File: src/rtl/dat_mem_arbiter.sv
// ---------------------------------------------------------------------------
// dat_mem_arbiter
//   Lets N_REQ requesters (core load/store unit, init loader, debug port)
//   share one single-port data memory. The memory has a combinational read
//   and a clocked write. Each grant performs exactly one access and ends
//   with a one-cycle ack pulse. Read data is registered and held until the
//   next read completes.
//
//   Build option: define DAT_ARB_FIXED_PRI_EN to replace round-robin with
//   fixed priority, where the lowest index wins and the rotation pointer is
//   removed (w_rr_ptr reads as 0). Left undefined, the arbiter uses
//   round-robin.
//
// Ports
//   i_clk           system clock, all state on posedge
//   i_rst_n         synchronous active-low reset
//   i_req           per-requester request, held until ack
//   i_we            per-requester write enable (1=write, 0=read)
//   i_addr          packed addresses, requester i at [i*ADDR_W +: ADDR_W]
//   i_wdata         packed write data, requester i at [i*DATA_W +: DATA_W]
//   o_ack           one-cycle completion pulse to the served requester
//   o_rdata         registered read data, valid in ack cycle
//   o_mem_wr_en     memory write enable
//   o_mem_addr      memory address
//   o_mem_dat_in    memory write data
//   i_mem_dat_out   memory read data (combinational)
//
// FSM states
//   state    | meaning
//   S_IDLE   | arbitrate among pending requests, latch the winner
//   S_ACCESS | drive the memory; write commits / read data captured at end
//   S_RESP   | ack pulse to the served requester, no arbitration
// ---------------------------------------------------------------------------
module dat_mem_arbiter #(
  parameter int N_REQ  = 2,
  parameter int ADDR_W = 8,
  parameter int DATA_W = 8
) (
  input  logic                      i_clk,
  input  logic                      i_rst_n,
  input  logic [N_REQ-1:0]          i_req,
  input  logic [N_REQ-1:0]          i_we,
  input  logic [N_REQ*ADDR_W-1:0]   i_addr,
  input  logic [N_REQ*DATA_W-1:0]   i_wdata,
  output logic [N_REQ-1:0]          o_ack,
  output logic [DATA_W-1:0]         o_rdata,
  output logic                      o_mem_wr_en,
  output logic [ADDR_W-1:0]         o_mem_addr,
  output logic [DATA_W-1:0]         o_mem_dat_in,
  input  logic [DATA_W-1:0]         i_mem_dat_out
);

  localparam int PTR_W = (N_REQ > 1) ? $clog2(N_REQ) : 1;

  typedef enum logic [1:0] {
    S_IDLE   = 2'd0,
    S_ACCESS = 2'd1,
    S_RESP   = 2'd2
  } state_t;

  state_t              r_state;
  state_t              w_state_nxt;

  logic [PTR_W-1:0]    w_rr_ptr;
  logic [PTR_W-1:0]    r_cur_id;
  logic [ADDR_W-1:0]   r_cur_addr;
  logic                r_cur_we;
  logic [DATA_W-1:0]   r_cur_wdata;
  logic [N_REQ-1:0]    r_ack;
  logic [DATA_W-1:0]   r_rdata;

  logic                w_grant_found;
  logic [PTR_W-1:0]    w_grant_id;
  logic                w_latch;
  logic                w_rdata_load;
  logic [N_REQ-1:0]    w_ack_nxt;
  logic                w_mem_wr_en;

  // -------------------------------------------------------------------------
  // Rotation pointer (round-robin only)
  // -------------------------------------------------------------------------
`ifdef DAT_ARB_FIXED_PRI_EN
  assign w_rr_ptr = '0;
`else
  logic [PTR_W-1:0]    r_rr_ptr;
  logic [PTR_W-1:0]    w_rr_ptr_nxt;

  always_comb begin
    if (w_grant_id == PTR_W'(N_REQ - 1)) begin
      w_rr_ptr_nxt = '0;
    end else begin
      w_rr_ptr_nxt = w_grant_id + 1'b1;
    end
  end

  always_ff @(posedge i_clk) begin
    if (!i_rst_n) begin
      r_rr_ptr <= '0;
    end else if (w_latch) begin
      r_rr_ptr <= w_rr_ptr_nxt;
    end
  end

  assign w_rr_ptr = r_rr_ptr;
`endif

  // -------------------------------------------------------------------------
  // Winner search: first asserted request starting at w_rr_ptr, wrapping.
  // With fixed priority the pointer is 0, so this reduces to lowest index.
  // -------------------------------------------------------------------------
  always_comb begin
    int v_idx;
    v_idx         = 0;
    w_grant_found = 1'b0;
    w_grant_id    = '0;
    for (int i = 0; i < N_REQ; i++) begin
      v_idx = int'(w_rr_ptr) + i;
      if (v_idx >= N_REQ) begin
        v_idx = v_idx - N_REQ;
      end
      if (!w_grant_found && i_req[v_idx]) begin
        w_grant_found = 1'b1;
        w_grant_id    = PTR_W'(v_idx);
      end
    end
  end

  // -------------------------------------------------------------------------
  // FSM: state register
  // -------------------------------------------------------------------------
  always_ff @(posedge i_clk) begin
    if (!i_rst_n) begin
      r_state <= S_IDLE;
    end else begin
      r_state <= w_state_nxt;
    end
  end

  // -------------------------------------------------------------------------
  // FSM: next state
  // -------------------------------------------------------------------------
  always_comb begin
    w_state_nxt = S_IDLE;
    case (r_state)
      S_IDLE:   w_state_nxt = w_grant_found ? S_ACCESS : S_IDLE;
      S_ACCESS: w_state_nxt = S_RESP;
      S_RESP:   w_state_nxt = S_IDLE;
      default:  w_state_nxt = S_IDLE;
    endcase
  end

  // -------------------------------------------------------------------------
  // FSM: outputs / datapath controls
  // -------------------------------------------------------------------------
  always_comb begin
    w_latch      = 1'b0;
    w_rdata_load = 1'b0;
    w_ack_nxt    = '0;
    w_mem_wr_en  = 1'b0;
    case (r_state)
      S_IDLE: begin
        w_latch = w_grant_found;
      end
      S_ACCESS: begin
        // Gating with i_rst_n keeps a reset that lands mid-access from
        // committing a write on the same edge that clears the FSM.
        w_mem_wr_en          = r_cur_we & i_rst_n;
        w_rdata_load         = ~r_cur_we;
        w_ack_nxt[r_cur_id]  = 1'b1;
      end
      default: begin
      end
    endcase
  end

  // -------------------------------------------------------------------------
  // Latched access, ack pulse and read data
  // -------------------------------------------------------------------------
  always_ff @(posedge i_clk) begin
    if (!i_rst_n) begin
      r_cur_id    <= '0;
      r_cur_addr  <= '0;
      r_cur_we    <= 1'b0;
      r_cur_wdata <= '0;
      r_ack       <= '0;
      r_rdata     <= '0;
    end else begin
      if (w_latch) begin
        r_cur_id    <= w_grant_id;
        r_cur_addr  <= i_addr[int'(w_grant_id)*ADDR_W +: ADDR_W];
        r_cur_we    <= i_we[w_grant_id];
        r_cur_wdata <= i_wdata[int'(w_grant_id)*DATA_W +: DATA_W];
      end
      r_ack <= w_ack_nxt;
      if (w_rdata_load) begin
        r_rdata <= i_mem_dat_out;
      end
    end
  end

  assign o_ack        = r_ack;
  assign o_rdata      = r_rdata;
  assign o_mem_wr_en  = w_mem_wr_en;
  assign o_mem_addr   = r_cur_addr;
  assign o_mem_dat_in = r_cur_wdata;

endmodule

File: config.mk
export PLATFORM = sky130hd
export DESIGN_NAME = dat_mem_arbiter
export DESIGN_NICKNAME = d
export VERILOG_FILES = /design/src/rtl/dat_mem_arbiter.sv
export SDC_FILE = /design/constraint.sdc
export NUM_CORES = 1
export LEC_CHECK = 0
export BUFFER_PORTS_ARGS = -buffer_cell sky130_fd_sc_hd__buf_2
export CAP_MARGIN = 15
export CORE_MARGIN = 2
export CORE_UTILIZATION = 49
export CTS_BUF_LIST = sky130_fd_sc_hd__clkbuf_2
export CTS_CLUSTER_DIAMETER = 80
export DETAILED_ROUTE_END_ITERATION = 8
export GPL_TIMING_DRIVEN = 0
export PLACE_DENSITY = 0.94
export SYNTH_ARGS = -nofsm -noshare
export SYNTH_HDL_FRONTEND = slang
export SYNTH_SLANG_ARGS = --single-unit
File: constraint.sdc
create_clock -name i_clk -period 2.5 [get_ports i_clk]
set_clock_uncertainty 0.05 [all_clocks]
set_input_delay 0.25 -clock i_clk [delete_from_list [all_inputs] [get_ports i_clk]]
set_output_delay 0.25 -clock i_clk [all_outputs]
set_load 0.03 [all_outputs]
==> reports/qor.txt <==
Clock sink count = 31
R2R setup slack = 0.99 ns
Worst Hold Launch = i_mem_dat_out[6]
Largest net degree at the start of global routing = 11
Outcome = complete, no violations
First-pass GRT wire length = 5.75 mm
Post-synthesis cell count = 145
Crit-path cells = nor3b_1, and2_1, buf_2
Largest cells by area after synthesis = dfxtp_1 (47%), nand3_1 (9.8%), a31oi_1 (8.0%)
Top-level port count = 73
Most common flop cell mapped by yosys = dfxtp_1
Crit path launch = r_state[0]
Buf/Inv on CP = 1
RSZ-0062 raised after global routing = false
Crit path max fanout = 5
Achievable Freq = 538 MHz
CTS tree = built
Worst slew pin tran = 0.476 ns
Clock Tree Root = clkbuf_2
DIE HEIGHT = 56.1 um
Critical path arrival = 1.56 ns
Crit path capture = o_mem_wr_en
Startpoint types = flip-flop
Row Count = 18
Gpl congestion = 0.836
CTS H-tree depth = 2
CTS resizes = 0
Placeable Area = 2520 um^2
Num CTS Buffers = 5
Port bufs = 72
Levels on crit path = 3
CP Capture Type = output pin
R2r startpoint = r_state[0]
Worst path slowest cell = dfxtp_1
Post-CTS setup buffer count = 0
Min cycle time layout = 1.86 ns
Maximum vdd drop = 0.392 mV
Vias/cell = 5.61
Asr flop ratio synth = 0%
Clk_lat worst skew = 0.35 ns
Area growth syn-to-layout = 32.4%
Worst r2r dst = o_mem_addr[7]
Post-Route WL = 3.57 mm
Number of detailed-route iterations in the first pass = 4
Max Cap Viol = 0
Leading area contributor after synthesis = dfxtp_1
Wire per inst = 14.0 um
FF+latch count, synth = 31
Drc violations = 0
Library cells used by synthesis = 23
Vias = 1426
Nets = 270
Post-synthesis instance area = 1330 um^2
Commonest cells post-synth = dfxtp_1 (31), nand3_1 (26), a31oi_1 (17), o21ai_1 (17), nor2_1 (9)
WS Path Type = flip-flop to output pin
Remaining Overflow, GRT = 0
CP max stage delay = 0.49 ns
Share of post-route cells with drive strength above 1 = 42.9%
DIE AREA = 3150 um^2
Remaining antenna violation count after routing = 0
Clock transition at path regs = 0.14 ns
Final Hold Viols = 0
Effective utilization at floorplan = 52.8%
TNS Setup = 0 ns
CTS Hold Bufs = 0
Pwr dens = 609 nW/um^2
Worst relative slew slack = 68.3%
Most common cell in the netlist = dfxtp_1
Final HPWL DP = 2.59 mm
Pwr Total = 1.07 mW
Sequential area share after synthesis = 46.6%
Gr usage total = 22.7%
Ant. Diodes = 0
Yosys warnings = 0
Drt initial violations = 56
CP required = 2.20 ns
Maximum buffer depth of the clock tree = 2
EDFF count, synth = 0
Yosys top cell area share = 46.6%
Final setup vio count = 0
Die W = 56.1 um
Worst reg-to-reg path cell count = 4
Average size of a mapped cell = 9.18 um^2
Pins Over Slew Limit = 0
Final worst path period share = 74.4%
Vias in the first global route = 1393
Hold WC Path Type = input port to flip-flop
Crit-path leading delay family = simple AND/OR/NAND/NOR gates
P_leak = 0.800 nW
Initial antenna violation count = 0
Syn Nets = 191
## worst min path at each step
stage / to / slack [ns] / cells past startpoint
finish: o_rdata[6] / 0.08 / 3
floorplan: o_rdata[0] / 0.35 / 2
global placement: o_ack[0] / 0.38 / 1
detailed placement: o_ack[0] / 0.39 / 1
CTS: o_rdata[6] / 0.07 / 3
global route: o_rdata[7] / 0.06 / 3
## metrics by stage
step,util [%],hold WS [ns],instance area (um^2),setup slack (ns),std cells
2_1_floorplan,-,0.347,1330,1.15,145
3_3_place_gp,68.6,0.382,1730,0.998,247
3_5_place_dp,68.6,0.394,1730,0.895,247
4_1_cts,69.9,0.0664,1760,0.624,254
5_1_grt,69.9,0.0601,1760,0.533,254
6_report,69.9,0.0824,1760,0.640,254
## registers in the layout, summed over array words and instances (netlist names)
name          cells
o_ack             2
o_mem_addr        8
o_mem_dat_in      8
o_rdata           8
r_cur_id          1
r_cur_we          1
r_rr_ptr          1
r_state           2
## cell families after synthesis
logic type / share of synthesized area (%)
AO/OA/AOI/OAI: 15.3
buffers and inverters: 5.55
multiplexers: 6.02
AND/OR/NAND/NOR: 26.5
flip-flops: 46.6
## worst min-delay path, cell delays in order
cell	delay, ns
buf_2	0.07
mux2i_1	0.06
nor2_1	0.07
## where the power goes
part	internal, mW	switching (mW)	total [mW]
logic	0.111	0.184	0.295
registers	0.534	0.0244	0.559
clock network	0.0591	0.161	0.220
## layout by cell type (no fill, tap or decap)
cell      instances
or2_1             1
nand3_1          26
nor2_1            9
nor2b_1           1
buf_6             1
clkinv_1          1
nor3b_4           2
nor2_2            1
clkinv_2          1
a31oi_1          17
mux2i_1           8
a211oi_1          1
nand2b_1          2
buf_2            74
nor3_1            1
nand3_2           8
nor3b_1           2
inv_1             1
clkbuf_1          5
a21oi_1           1
clkbuf_2          5
buf_4             4
dfxtp_1          31
and2_1            2
nand2_1           2
o21ai_1          17
## final cells by class
cell class                      instances  area (um^2)
Buffer                                 12         70.1
Clock inverter                          2         8.76
Sequential cell                        31          621
Tap cell                               30         37.5
Inverter                                1         3.75
Timing Repair Buffer                   72          360
Multi-Input combinational cell        101          637
Clock buffer                            5         25.0
Fill cell                             196          759
## layer usage
| layer | GRT usage, % | routed length [um] |
|---|---|---|
| met1 | 25.9 | 1390 |
| met2 | 39.7 | 1830 |
| met3 | 7.91 | 299 |
| met4 | 6.80 | 41 |
| met5 | 0 | 0 |
No activity file was read; power rests on OpenSTA's default activity.
